### src/rtl/ppu_pkg.sv
// ppu_pkg: shared FSM state type, word geometry and strobe helpers for the
// PPU output packer.
package ppu_pkg;

    localparam int unsigned BYTES_PER_WORD = 4;
    localparam int unsigned GLB_WORD_W     = 32;

    typedef enum logic [1:0] {
        ST_IDLE,
        ST_PACK,
        ST_DRAIN,
        ST_DONE
    } pk_state_t;

    // Byte enables for a word whose highest filled lane is `lane`.
    function automatic logic [BYTES_PER_WORD-1:0] lane_strb(input logic [1:0] lane);
        logic [BYTES_PER_WORD-1:0] s;
        case (lane)
            2'd0:    s = 4'b0001;
            2'd1:    s = 4'b0011;
            2'd2:    s = 4'b0111;
            default: s = 4'b1111;
        endcase
        return s;
    endfunction

    function automatic logic [GLB_WORD_W-1:0] strb_to_mask(input logic [BYTES_PER_WORD-1:0] strb);
        return {{8{strb[3]}}, {8{strb[2]}}, {8{strb[1]}}, {8{strb[0]}}};
    endfunction

endpackage

### src/rtl/ppu_packer_fifo.sv
// packer_fifo: synchronous first-word-fall-through FIFO between the byte
// packer and the GLB write port.
module packer_fifo #(
    parameter int unsigned DEPTH = 4,
    parameter int unsigned WIDTH = 52
) (
    input  logic             clk,
    input  logic             rst,
    input  logic             i_push,
    input  logic             i_pop,
    input  logic [WIDTH-1:0] i_data,
    output logic [WIDTH-1:0] o_data,
    output logic             o_full,
    output logic             o_empty,
    output logic             o_last
);

    localparam int unsigned AW = $clog2(DEPTH);

    logic [WIDTH-1:0] r_mem [DEPTH];
    // Extra pointer bit separates full from empty.
    logic [AW:0]      r_wr_ptr;
    logic [AW:0]      r_rd_ptr;
    logic [AW:0]      w_fill;
    logic             w_wr_en;
    logic             w_rd_en;

    assign w_fill  = r_wr_ptr - r_rd_ptr;
    assign o_empty = (w_fill == '0);
    assign o_full  = (w_fill == (AW+1)'(DEPTH));
    assign o_last  = (w_fill == (AW+1)'(1));
    assign w_rd_en = i_pop && !o_empty;
    assign w_wr_en = i_push && (!o_full || w_rd_en);
    assign o_data  = r_mem[r_wr_ptr[AW-1:0] - r_wr_ptr[AW-1:0] + r_rd_ptr[AW-1:0]];

    always_ff @(posedge clk or posedge rst) begin
        if (rst) begin
            r_wr_ptr <= '0;
            r_rd_ptr <= '0;
        end else begin
            if (w_wr_en) r_wr_ptr <= r_wr_ptr + (AW+1)'(1);
            if (w_rd_en) r_rd_ptr <= r_rd_ptr + (AW+1)'(1);
        end
    end

    always_ff @(posedge clk) begin
        if (w_wr_en) r_mem[r_wr_ptr[AW-1:0]] <= i_data;
    end

endmodule

### src/rtl/ppu_packer.sv
// ppu_packer: packs the PPU byte stream into 32-bit GLB words at consecutive
// addresses. Define PPU_PACKER_WSTRB_EN to add the glb_wstrb byte-enable port.
module ppu_packer
    import ppu_pkg::*;
#(
    parameter int unsigned ADDR_W     = 16,
    parameter int unsigned FIFO_DEPTH = 4
) (
    input  logic                  clk,
    input  logic                  rst,
    input  logic                  cfg_start,
    input  logic [ADDR_W-1:0]     cfg_base_addr,
    input  logic [15:0]           cfg_len,
    input  logic                  in_valid,
    input  logic [7:0]            in_data,
    output logic                  glb_req,
    input  logic                  glb_gnt,
    output logic [ADDR_W-1:0]     glb_addr,
    output logic [GLB_WORD_W-1:0] glb_wdata,
`ifdef PPU_PACKER_WSTRB_EN
    output logic [BYTES_PER_WORD-1:0] glb_wstrb,
`endif
    output logic                  busy,
    output logic                  done,
    output logic                  overflow
);

    localparam int unsigned FIFO_W = ADDR_W + BYTES_PER_WORD + GLB_WORD_W;

    pk_state_t                 r_state;
    pk_state_t                 w_state_next;
    logic [15:0]               r_len;
    logic [15:0]               r_byte_cnt;
    logic [ADDR_W-1:0]         r_addr;
    logic [GLB_WORD_W-1:0]     r_word;
    logic [GLB_WORD_W-1:0]     w_word_next;
    logic                      r_overflow;
    logic [1:0]                w_lane;
    logic                      w_accept;
    logic                      w_last_byte;
    logic                      w_word_ready;
    logic                      w_push;
    logic                      w_pop;
    logic                      w_drop;
    logic                      w_fifo_full;
    logic                      w_fifo_empty;
    logic                      w_fifo_last;
    logic [FIFO_W-1:0]         w_fifo_din;
    logic [FIFO_W-1:0]         w_fifo_dout;
    logic [ADDR_W-1:0]         w_head_addr;
    logic [BYTES_PER_WORD-1:0] w_head_strb;
    logic [GLB_WORD_W-1:0]     w_head_data;

    assign w_lane       = r_byte_cnt[1:0];
    assign w_accept     = (r_state == ST_PACK) && in_valid;
    assign w_last_byte  = (r_byte_cnt == r_len - 16'd1);
    assign w_word_ready = w_accept && ((w_lane == 2'd3) || w_last_byte);
    assign w_pop        = glb_req && glb_gnt;
    assign w_push       = w_word_ready && (!w_fifo_full || w_pop);
    assign w_drop       = w_word_ready && w_fifo_full && !w_pop;

    // The word register is never cleared; stale upper lanes of a partial
    // final word are removed by the strobe mask on the output side.
    always_comb begin
        w_word_next = r_word;
        w_word_next[{w_lane, 3'b000} +: 8] = in_data;
    end

    assign w_fifo_din = {r_addr, lane_strb(w_lane), w_word_next};

    packer_fifo #(
        .DEPTH(FIFO_DEPTH),
        .WIDTH(FIFO_W)
    ) u_fifo (
        .clk    (clk),
        .rst    (rst),
        .i_push (w_push),
        .i_pop  (w_pop),
        .i_data (w_fifo_din),
        .o_data (w_fifo_dout),
        .o_full (w_fifo_full),
        .o_empty(w_fifo_empty),
        .o_last (w_fifo_last)
    );

    assign {w_head_addr, w_head_strb, w_head_data} = w_fifo_dout;

    assign glb_req   = !w_fifo_empty;
    assign glb_addr  = glb_req ? w_head_addr : '0;
    assign glb_wdata = glb_req ? (w_head_data & strb_to_mask(w_head_strb)) : '0;
`ifdef PPU_PACKER_WSTRB_EN
    assign glb_wstrb = glb_req ? w_head_strb : '0;
`endif
    assign busy      = (r_state == ST_PACK) || (r_state == ST_DRAIN);
    assign done      = (r_state == ST_DONE);
    assign overflow  = r_overflow;

    always_ff @(posedge clk or posedge rst) begin
        if (rst) r_state <= ST_IDLE;
        else     r_state <= w_state_next;
    end

    // DRAIN exits on the edge that grants the last word, so done follows it directly.
    always_comb begin
        w_state_next = r_state;
        case (r_state)
            ST_IDLE:  if (cfg_start) w_state_next = ST_PACK;
            ST_PACK:  if (w_word_ready && w_last_byte) w_state_next = ST_DRAIN;
            ST_DRAIN: if (w_fifo_empty || (w_pop && w_fifo_last)) w_state_next = ST_DONE;
            ST_DONE:  w_state_next = ST_IDLE;
            default:  w_state_next = ST_IDLE;
        endcase
    end

    always_ff @(posedge clk or posedge rst) begin
        if (rst) begin
            r_len      <= '0;
            r_byte_cnt <= '0;
            r_addr     <= '0;
            r_word     <= '0;
            r_overflow <= 1'b0;
        end else begin
            if ((r_state == ST_IDLE) && cfg_start) begin
                r_len      <= (cfg_len == '0) ? 16'd1 : cfg_len;
                r_byte_cnt <= '0;
                r_addr     <= cfg_base_addr;
                r_overflow <= 1'b0;
            end
            if (w_accept) begin
                r_byte_cnt <= r_byte_cnt + 16'd1;
                r_word     <= w_word_next;
            end
            // Dropped words still consume an address.
            if (w_word_ready) r_addr <= r_addr + ADDR_W'(1);
            if (w_drop)       r_overflow <= 1'b1;
        end
    end

    assert property (@(posedge clk) disable iff (rst)
        (glb_req && !glb_gnt) |=> (glb_req && $stable(glb_addr) && $stable(glb_wdata)));

endmodule
### config.mk
export PLATFORM = sky130hd
export DESIGN_NAME = ppu_packer
export DESIGN_NICKNAME = d
export VERILOG_FILES = /design/src/rtl/ppu_pkg.sv /design/src/rtl/ppu_packer_fifo.sv /design/src/rtl/ppu_packer.sv
export SDC_FILE = /design/constraint.sdc
export NUM_CORES = 1
export LEC_CHECK = 0
export CAP_MARGIN = 20
export CORE_MARGIN = 5
export CORE_UTILIZATION = 59
export CTS_CLUSTER_SIZE = 40
export DETAILED_ROUTE_END_ITERATION = 10
export GPL_TIMING_DRIVEN = 0
export PLACE_DENSITY = 0.85
export SLEW_MARGIN = 25
export SYNTH_ARGS = -nofsm -noshare
export SYNTH_HDL_FRONTEND = slang
export SYNTH_SLANG_ARGS = --single-unit
### constraint.sdc
create_clock -name clk -period 4.8 [get_ports clk]
set_input_delay 0.72 -clock clk [delete_from_list [all_inputs] [get_ports clk]]
set_output_delay 0.72 -clock clk [all_outputs]
set_load 0.1 [all_outputs]
==> flow_summary.json, run 1 <==
{
  "drc_errors": 0,
  "ioPinCount": 97,
  "sequential_standard_cell_area_mm2": 0.00835,
  "detail_route.first_pass.iterations": 8,
  "drt-initial-drc-count": 824,
  "criticalPathCategory": "register to primary output",
  "critical_path_buf_inv_count": 3,
  "antenna-diode-count": 0,
  "dominantRegCellSynth": "sky130_fd_sc_hd__edfxtp_1",
  "slew_viol_final": 0,
  "timing.final.crit_share_pct": 97.1,
  "wl_per_cell_um": 21.7,
  "r2r-start": "r_len[8]",
  "crit_arrival_ns": 3.94,
  "timing.critical_path.max_delay_family": "buffers and inverters",
  "multiInputGateArea_mm2": 0.00421,
  "synth_most_common_cell": "sky130_fd_sc_hd__edfxtp_1",
  "initial_utilization_pct": 59.6,
  "hold_fix_buffers_at_cts": 0,
  "synth.top_cells.by_count": "sky130_fd_sc_hd__edfxtp_1 (204), sky130_fd_sc_hd__nand2_1 (141), sky130_fd_sc_hd__dfrtp_1 (89)",
  "synth_enable_flop_cells": 204,
  "tritoncts_num_sinks": 293,
  "hold_path_startpoint": "r_word[3]",
  "holdPathStages": 2,
  "htree_levels": 1,
  "rrSetupSlack_ns": 0.40,
  "worst-endpoint-required_ns": 4.08,
  "rsz0062_at_grt": "no",
  "clock_pin_slew_worst_setup_and_hold_paths_ns": 0.06,
  "setup_violations": 0,
  "die_h_um": 158,
  "avgViaCountPerCell": 6.16,
  "synth-seq-cells": 293,
  "std_cell_rows": 54,
  "unique_masters_post_synth": 68,
  "worst_hold_path.endpoint": "r_word[3]",
  "critical_path.startpoint_type": "register",
  "synth_async_sr_flop_share_pct": 30.4,
  "fmaxAchievable_ghz": 0.215,
  "critical-path-slowest-cell": "sky130_fd_sc_hd__dlygate4sd2_1",
  "num_vias": 8415,
  "globalplace.congestion": 0.868,
  "postRouteAntennaNets": 0,
  "die_w_um": 158,
  "number_of_antenna_violations_at_the_first_check_in_global_routing": 0,
  "rr_worst_depth": 11,
  "yosys-top-cells-area": "sky130_fd_sc_hd__edfxtp_1 (47%), sky130_fd_sc_hd__dfrtp_1 (17%), sky130_fd_sc_hd__mux4_2 (8.9%), sky130_fd_sc_hd__nand2_1 (4.1%), sky130_fd_sc_hd__o21ai_0 (2.6%)",
  "synth.yosys.seq_area_share_pct": 64.6,
  "maximum_number_of_pins_on_one_net_before_global_route_repair": 56,
  "dpl.hpwl_um": 18600,
  "global_routing_usage_summed_across_all_routing_layers_pct": 24.3,
  "numPortBuffers": 96,
  "drive_gt1_share_pct": 13.8,
  "fin_util_pct": 71.2,
  "route.final.wire_length_um": 29700,
  "postSynthAreaPerCell_um2": 13.9,
  "path_max_fanout": 10,
  "tritoncts": "done",
  "cts.path.max_buffers": 3,
  "syn-cell-area_mm2": 0.0129,
  "finalNetCount": 1128,
  "number_of_cts_inserted_buffers": 30,
  "result_of_the_run": "completed",
  "max_capacitance_violation_count": 0,
  "nets_in_the_synthesized_netlist": 996,
  "dpl.cell_count": 1309,
  "stdcell_count": 1365,
  "hold_violations": 0,
  "via_count_of_the_first_global_routing_pass": 8517,
  "slew_at_the_pin_with_the_worst_max_slew_slack_ns": 1.06,
  "setup_tns_ns": 0,
  "layout.filler_cells": 1316,
  "rr_endpoint": "u_fifo.r_mem[2][20]",
  "grt_pass1_wl_um": 47000,
  "synth_top_area_cell": "sky130_fd_sc_hd__edfxtp_1",
  "overflow": 0,
  "floorplan.die_area_mm2": 0.0250,
  "worst_setup_path_end_kind": "primary output",
  "layout-area-overhead-vs-synth_pct": 19.4,
  "hold_class": "register to register",
  "floorplan.core_area_mm2": 0.0217,
  "max_stage_delay_ns": 0.86,
  "timing.critical_path.cells": "inv_1 -> ha_1 -> xor2_1 -> clkbuf_1 -> mux4_2 -> and3_1 -> dlygate4sd2_1",
  "post_synth_inst_count": 929,
  "worstSkewPairLatency_ns": 0.55,
  "synth_largest_type_area_fraction_pct": 47.4,
  "ys.warnings.count": 0,
  "fin_worst_skew_ns": 0.0114,
  "finalWorstPathRequiredPeriod_ns": 4.66,
  "cts_post_setup_buffers_inserted": 0,
  "slew_headroom_pct": 28.6,
  "root_buffer": "sky130_fd_sc_hd__clkbuf_16"
}
==> cells by family (layout without fill, tap and decap cells) <==
group	after synthesis	after routing	synth area share, %
AOI/OAI and AO/OA	134	134	6.73
xor gates and xnor gates	24	24	1.68
adders and majority gates	22	22	2.19
buffers and inverters	95	251	3.05
DFF	293	293	64.6
muxes	70	70	10.4
and+or+nand+nor	291	291	11.3
==> worst register-to-register path, stage by stage (launching register included) <==
cell and delay, ns:
sky130_fd_sc_hd__dfrtp_1 0.36, sky130_fd_sc_hd__clkbuf_1 0.22, sky130_fd_sc_hd__nor4_1 0.67, sky130_fd_sc_hd__nand4_1 0.24, sky130_fd_sc_hd__xnor2_1 0.18, sky130_fd_sc_hd__a2111oi_0 0.56, sky130_fd_sc_hd__nand3_1 0.36, sky130_fd_sc_hd__o21ai_4 0.39
sky130_fd_sc_hd__buf_12 0.20, sky130_fd_sc_hd__buf_6 0.16, sky130_fd_sc_hd__and3_4 0.42, sky130_fd_sc_hd__buf_12 0.30
==> cell usage in the layout, fill, tap and decap left out, types with 31 or more instances in the layout <==
cell type / count
sky130_fd_sc_hd__dfrtp_1: 89
sky130_fd_sc_hd__clkbuf_16: 31
sky130_fd_sc_hd__inv_1: 50
sky130_fd_sc_hd__o21ai_0: 66
sky130_fd_sc_hd__clkdlybuf4s50_1: 48
sky130_fd_sc_hd__clkbuf_1: 31
sky130_fd_sc_hd__mux4_2: 51
sky130_fd_sc_hd__edfxtp_1: 204
sky130_fd_sc_hd__and3_1: 35
sky130_fd_sc_hd__nand2_1: 141
==> stage by stage <==
step / instance area (um^2) / worst slack [ns] / hold WS [ns]
after global routing: 15400 / 0.00295 / 0.506
after global placement: 14200 / -0.923 / 0.458
after CTS: 15400 / 0.00139 / 0.486
after floorplan: 12900 / 0.491 / 0.446
final: 15400 / 0.138 / 0.481
after detailed placement: 14400 / 0.394 / 0.471
==> flip-flops by register name (all words and copies together), names as in the netlist <==
| register | count |
|---|---|
| overflow | 1 |
| r_addr | 16 |
| r_byte_cnt | 16 |
| r_len | 16 |
| r_state | 2 |
| r_word | 32 |
| u_fifo.r_mem | 204 |
| u_fifo.r_rd_ptr | 3 |
| u_fifo.r_wr_ptr | 3 |
==> final cells by class <==
type | instances | share of cell area, %
Inverter | 52 | 1.30
Clock buffer | 35 | 5.19
Timing Repair Buffer | 100 | 6.73
Multi-Input combinational cell | 541 | 27.2
Clock inverter | 21 | 1.90
Buffer | 43 | 1.30
Sequential cell | 293 | 54.1
Tap cell | 280 | 2.27
==> timing repair <==
action,4_1_cts,5_1_grt
pin swaps,0,0
resized for setup,31,26
setup endpoints to repair,31,22
endpoints found under the hold margin,0,0
==> how the worst max path moves through the flow <==
| stage | from | end | slack, ns | cells after the start |
|---|---|---|---|---|
| floorplan | r_len[2] | u_fifo.r_mem[0][0] | 0.49 | 10 |
| global placement | r_len[8] | u_fifo.r_mem[2][16] | -0.92 | 10 |
| detailed placement | u_fifo.r_rd_ptr[1] | glb_wdata[30] | 0.39 | 7 |
| CTS | u_fifo.r_rd_ptr[1] | glb_addr[11] | 0.001 | 7 |
| global route | u_fifo.r_rd_ptr[1] | glb_wdata[26] | 0.003 | 7 |
| finish | u_fifo.r_rd_ptr[1] | glb_wdata[24] | 0.14 | 7 |
==> layer usage <==
| layer | vias up | global-route usage [%] | part of all wire (%) |
|---|---|---|---|
| li1 | 3729 | - | - |
| met1 | 4174 | 32.4 | 38 |
| met2 | 421 | 40.4 | 50 |
| met3 | 91 | 4.62 | 7.8 |
| met4 | 0 | 9.06 | 3.9 |
| met5 | - | 0 | 0 |
Power of run 1 is left out: the tool's default activity adds up to more than one toggle a clock period on the data nets, which glitch-free logic cannot reach.
==> run 2: changes to the inputs <==
- PLACE_DENSITY: 0.85 -> 0.8
==> run 2 against run 1 <==
Against the previous run:
- sequential cell count did not move
- non-clock buffer count did not move
- first-iteration DRC count fell by 13%
- sequential share of layout area rose by 0.49 points
- clock skew rose by 0.0049 ns
- critical path type unchanged
==> flow_summary.json, run 2 (synthesis gave the netlist of run 1 again) <==
{
  "std_cell_rows": 54,
  "drt-initial-drc-count": 718,
  "met3_length_um": 2260,
  "global_routing_usage_summed_across_all_routing_layers_pct": 23.9,
  "globalplace.congestion": 0.868,
  "maximum_number_of_pins_on_one_net_before_global_route_repair": 53,
  "floorplan.die_area_mm2": 0.0250,
  "avgViaCountPerCell": 6.10,
  "slew_at_the_pin_with_the_worst_max_slew_slack_ns": 0.977,
  "finish.instance_area_mm2": 0.0153,
  "dr_wl_met2_um": 14400,
  "final.setup.worst_slack_ns": 0.205,
  "ioPinCount": 97,
  "top_signal_layer_used": "met4",
  "number_of_cts_inserted_buffers": 29,
  "setup_violations": 0,
  "setup_tns_ns": 0,
  "num_vias": 8321,
  "die_h_um": 158,
  "path_max_fanout": 10,
  "initial_utilization_pct": 59.6,
  "worst-endpoint-required_ns": 4.08,
  "cts.path.max_buffers": 3,
  "overflow": 0,
  "worstSkewPairLatency_ns": 0.54,
  "timing.final.crit_share_pct": 95.7,
  "tritoncts": "done",
  "antenna-diode-count": 0,
  "number_of_antenna_violations_at_the_first_check_in_global_routing": 0,
  "die_w_um": 158,
  "postRouteAntennaNets": 0,
  "hold_violations": 0,
  "hold_class": "register to register",
  "max_capacitance_violation_count": 0,
  "commonest_non_fill_non_tap_cells_in_the_layout": "sky130_fd_sc_hd__edfxtp_1 (204), sky130_fd_sc_hd__nand2_1 (141), sky130_fd_sc_hd__dfrtp_1 (89)",
  "wl_per_cell_um": 21.4,
  "result_of_the_run": "completed",
  "route.final.wire_length_um": 29200,
  "numPortBuffers": 96,
  "pre_cts_slack_ns": 0.324,
  "layout.cells.most_common": "sky130_fd_sc_hd__edfxtp_1",
  "critical_path.startpoint_type": "register",
  "floorplan.core_area_mm2": 0.0217,
  "fin_util_pct": 70.6,
  "worst_setup_path_end_kind": "primary output",
  "criticalPathCategory": "register to primary output",
  "rsz0062_at_grt": "no",
  "finalNetCount": 1127,
  "slew_viol_final": 0,
  "detail_route.first_pass.iterations": 6,
  "drc_errors": 0,
  "grt_pass1_wl_um": 46400,
  "slew_headroom_pct": 34.4,
  "crit_arrival_ns": 3.88,
  "drive_gt1_share_pct": 14.5,
  "dpl.hpwl_um": 18800,
  "via_count_of_the_first_global_routing_pass": 8661,
  "layout-area-overhead-vs-synth_pct": 18.3,
  "tritoncts_num_sinks": 293,
  "clock_pin_slew_worst_setup_and_hold_paths_ns": 0.06,
  "htree_levels": 1,
  "rrSetupSlack_ns": 0.41,
  "finalWorstPathRequiredPeriod_ns": 4.60,
  "fmaxAchievable_ghz": 0.218,
  "largest_register_ffs": 204,
  "root_buffer": "sky130_fd_sc_hd__clkbuf_16",
  "fin_worst_skew_ns": 0.0163,
  "wirelength_met1_um": 11800,
  "place_area_mm2": 0.0144
}
[run 2: changes by cell type in the layout (fill, tap and decap cells not counted), sizes merged, moves of 2 or more]
| cell | previous run | this run |
|---|---|---|
| dlygate4sd2 | 26 | 10 |
| clkbuf | 68 | 83 |
| dlymetal6s2s | 17 | 22 |
| bufinv | 7 | 3 |
| clkinvlp | 2 | 0 |
[run 2: per-layer routing]
| layer | global-route usage [%] | vias up |
|---|---|---|
| met3 | 4.16 | 66 |
| li1 | - | 3729 |
| met4 | 7.31 | 0 |
| met5 | 0 | - |
| met1 | 33.1 | 4171 |
| met2 | 39.4 | 355 |
[run 2: path summary, 6_finish.rpt]
kind | end | cells past startpoint | from
min in group asynchronous | r_byte_cnt[13] | 2 | rst
min reg2reg | r_word[6] | 2 | r_word[6]
max in group asynchronous | u_fifo.r_rd_ptr[2] | 3 | rst
max | glb_wdata[16] | 7 | u_fifo.r_rd_ptr[1]
max reg2reg | u_fifo.r_mem[0][23] | 11 | r_len[8]
min | r_word[6] | 2 | r_word[6]
[run 2: cell type report]
| type | count | area (um^2) |
|---|---|---|
| timing repair buffer | 100 | 1020 |
| clock buffer | 40 | 817 |
| sequential | 293 | 8350 |
| inverter | 52 | 200 |
| tap | 280 | 350 |
| clock inverter | 14 | 151 |
| multi-input combinational | 541 | 4210 |
| fill | 1400 | 6380 |
| buffer | 43 | 200 |
[run 2: metrics by stage]
| stage | std cells | hold slack (ns) |
|---|---|---|
| finish | 1363 | 0.484 |
| global route | 1363 | 0.510 |
| CTS | 1363 | 0.485 |
| detailed placement | 1309 | 0.468 |
| global placement | 1305 | 0.461 |
| floorplan | 929 | 0.446 |
[run 2: critical path: stages (launching register included)]
cell and delay (ns):
sky130_fd_sc_hd__dfrtp_1 0.43, sky130_fd_sc_hd__inv_1 0.06, sky130_fd_sc_hd__ha_1 0.30, sky130_fd_sc_hd__xor2_1 0.46, sky130_fd_sc_hd__clkbuf_1 0.59, sky130_fd_sc_hd__mux4_2 0.48
sky130_fd_sc_hd__and3_1 0.18, sky130_fd_sc_hd__clkdlybuf4s15_1 0.82
[run 2: repair_timing]
item | 4_1_cts | 5_1_grt
hold buffers | 0 | 0
gates resized for setup | 28 | 50
buffers inserted | 0 | 0
setup endpoints to repair | 26 | 38
Power of run 2 is left out for the same reason.
==> run 3: changes to the inputs <==
--- a/constraint.sdc
+++ b/constraint.sdc
@@ -3,2 +3,2 @@
 set_output_delay 0.72 -clock clk [all_outputs]
-set_load 0.1 [all_outputs]
+set_load 0.01 [all_outputs]
==> run 3 against run 2 <==
Against the previous run:
- worst setup slack gained 0.092 ns
- via count down 1.0%
- critical endpoint is now glb_wdata[26]
- critical path type unchanged
- sequential share of layout area fell by 0.098 points
- highest routed layer unchanged
==> flow_summary.json, run 3 (synthesis gave the netlist of run 1 again) <==
{
  "result_of_the_run": "completed",
  "path_max_fanout": 10,
  "worst-endpoint-required_ns": 4.08,
  "fin_worst_skew_ns": 0.0193,
  "dpl.cell_count": 1309,
  "rr_endpoint": "u_fifo.r_mem[0][12]",
  "floorplan.core_area_mm2": 0.0217,
  "globalplace.congestion": 0.868,
  "cts_post_setup_buffers_inserted": 0,
  "numPortBuffers": 96,
  "p_per_area_mw_per_mm2": 688,
  "rrSetupSlack_ns": 0.42,
  "die_w_um": 158,
  "antenna-diode-count": 0,
  "hold_path_startpoint": "r_word[6]",
  "dpl.hpwl_um": 18800,
  "slew_at_the_pin_with_the_worst_max_slew_slack_ns": 0.981,
  "htree_levels": 1,
  "num_vias": 8236,
  "root_buffer": "sky130_fd_sc_hd__clkbuf_16",
  "total_power_w": 0.0105,
  "holdPathStages": 2,
  "layout.cells.most_common": "sky130_fd_sc_hd__edfxtp_1",
  "r2r-start": "r_len[8]",
  "drive_gt1_share_pct": 13.2,
  "number_of_cts_inserted_buffers": 29,
  "critical_path.startpoint_type": "register",
  "route.final.wire_length_um": 29000,
  "clock_pin_slew_worst_setup_and_hold_paths_ns": 0.06,
  "max_capacitance_violation_count": 0,
  "tritoncts": "done",
  "rr_worst_depth": 11,
  "maximum_number_of_pins_on_one_net_before_global_route_repair": 53,
  "avgViaCountPerCell": 6.04,
  "overflow": 0,
  "postRouteAntennaNets": 0,
  "tritoncts_num_sinks": 293,
  "global_routing_usage_summed_across_all_routing_layers_pct": 23.9,
  "finalWorstPathRequiredPeriod_ns": 4.50,
  "grt_pass1_wl_um": 46400,
  "slew_viol_final": 0,
  "hold_violations": 0,
  "setup_violations": 0,
  "stdcell_count": 1363,
  "cts_repair_resize_count": 0,
  "peak_supply_drop_uv": 331,
  "wl_per_cell_um": 21.3,
  "crit_arrival_ns": 3.78,
  "cts.path.max_buffers": 3,
  "via_count_of_the_first_global_routing_pass": 8661,
  "ioPinCount": 97,
  "die_h_um": 158,
  "slew_headroom_pct": 34.1,
  "finalNetCount": 1127,
  "detail_route.first_pass.iterations": 6,
  "drt-initial-drc-count": 750,
  "initial_utilization_pct": 59.6,
  "number_of_antenna_violations_at_the_first_check_in_global_routing": 0,
  "largest_register_ffs": 204,
  "layout-area-overhead-vs-synth_pct": 18.6,
  "worstSkewPairLatency_ns": 0.55,
  "commonest_non_fill_non_tap_cells_in_the_layout": "sky130_fd_sc_hd__edfxtp_1 (204), sky130_fd_sc_hd__nand2_1 (141), sky130_fd_sc_hd__clkdlybuf4s50_1 (96)",
  "criticalPathCategory": "register to primary output",
  "std_cell_rows": 54,
  "drc_errors": 0,
  "worst_hold_path.endpoint": "r_word[6]",
  "cellLeakagePower_nw": 5.63,
  "timing.final.crit_share_pct": 93.8,
  "hold_class": "register to register",
  "floorplan.die_area_mm2": 0.0250,
  "hold_fix_buffers_at_cts": 0,
  "rsz0062_at_grt": "no",
  "fmaxAchievable_ghz": 0.222,
  "worst_setup_path_end_kind": "primary output"
}
run 3: cell count changes in the layout (fill, tap and decap cells not counted):
cell,before,now
sky130_fd_sc_hd__clkbuf_2,15,1
sky130_fd_sc_hd__dlymetal6s2s_1,22,0
sky130_fd_sc_hd__clkdlybuf4s15_1,2,0
sky130_fd_sc_hd__clkdlybuf4s50_1,48,96
sky130_fd_sc_hd__dlygate4sd2_1,10,0
run 3: power breakdown:
group | switching (W) | total, W | internal [W] | leakage [nW]
clock network | 0.000921 | 0.00227 | 0.00135 | 0.484
logic | 0.00243 | 0.00478 | 0.00235 | 2.15
registers | 0.000304 | 0.00349 | 0.00319 | 3.00
run 3: worst max-delay path by stage:
stage                        from                  end  slack, ns  cells after the start
2_1_floorplan            r_len[2]   u_fifo.r_mem[0][0]       0.49                     10
3_3_place_gp             r_len[8]  u_fifo.r_mem[2][11]      -1.04                     10
3_5_place_dp             r_len[8]  u_fifo.r_mem[0][21]       0.47                     11
4_1_cts        u_fifo.r_rd_ptr[1]        glb_wdata[26]       0.30                      7
5_1_grt                  r_len[8]  u_fifo.r_mem[0][36]       0.11                     11
6_report       u_fifo.r_rd_ptr[1]        glb_wdata[26]       0.30                      7
run 3: stage by stage:
step | setup slack, ns | TNS [ns] | hold WS, ns | utilization [%] | instance area (um^2)
global route | 0.114 | 0 | 0.510 | 70.7 | 15300
CTS | 0.296 | 0 | 0.485 | 70.7 | 15300
floorplan | 0.491 | 0 | 0.446 | - | 12900
finish | 0.297 | 0 | 0.485 | 70.7 | 15300
detailed placement | 0.468 | 0 | 0.468 | 66.2 | 14400
global placement | -1.04 | -153.44 | 0.461 | 65.7 | 14200
run 3: layout make-up:
type	count	area (um^2)
sequential	293	8350
fill	1393	6360
timing repair buffer	100	1050
inverter	52	200
tap	280	350
clock inverter	14	151
clock buffer	40	817
buffer	43	200
multi-input combinational	541	4210
run 3: metal layers:
metal / track usage [%] / vias to the layer above / wire length (um)
met5: 0 / - / 0
met4: 7.31 / 0 / 755
met3: 4.16 / 67 / 2230
met2: 39.4 / 350 / 14200
met1: 33.1 / 4097 / 11800
li1: - / 3722 / -
run 3: worst max-delay path, cell delays in order, from the launching register on:
cell	delay, ns
sky130_fd_sc_hd__dfrtp_1	0.44
sky130_fd_sc_hd__inv_1	0.07
sky130_fd_sc_hd__ha_1	0.30
sky130_fd_sc_hd__xor2_1	0.47
sky130_fd_sc_hd__clkbuf_1	0.59
sky130_fd_sc_hd__mux4_2	0.52
sky130_fd_sc_hd__and3_1	0.29
sky130_fd_sc_hd__clkdlybuf4s50_1	0.57
Power figures use the tool's default switching activity.
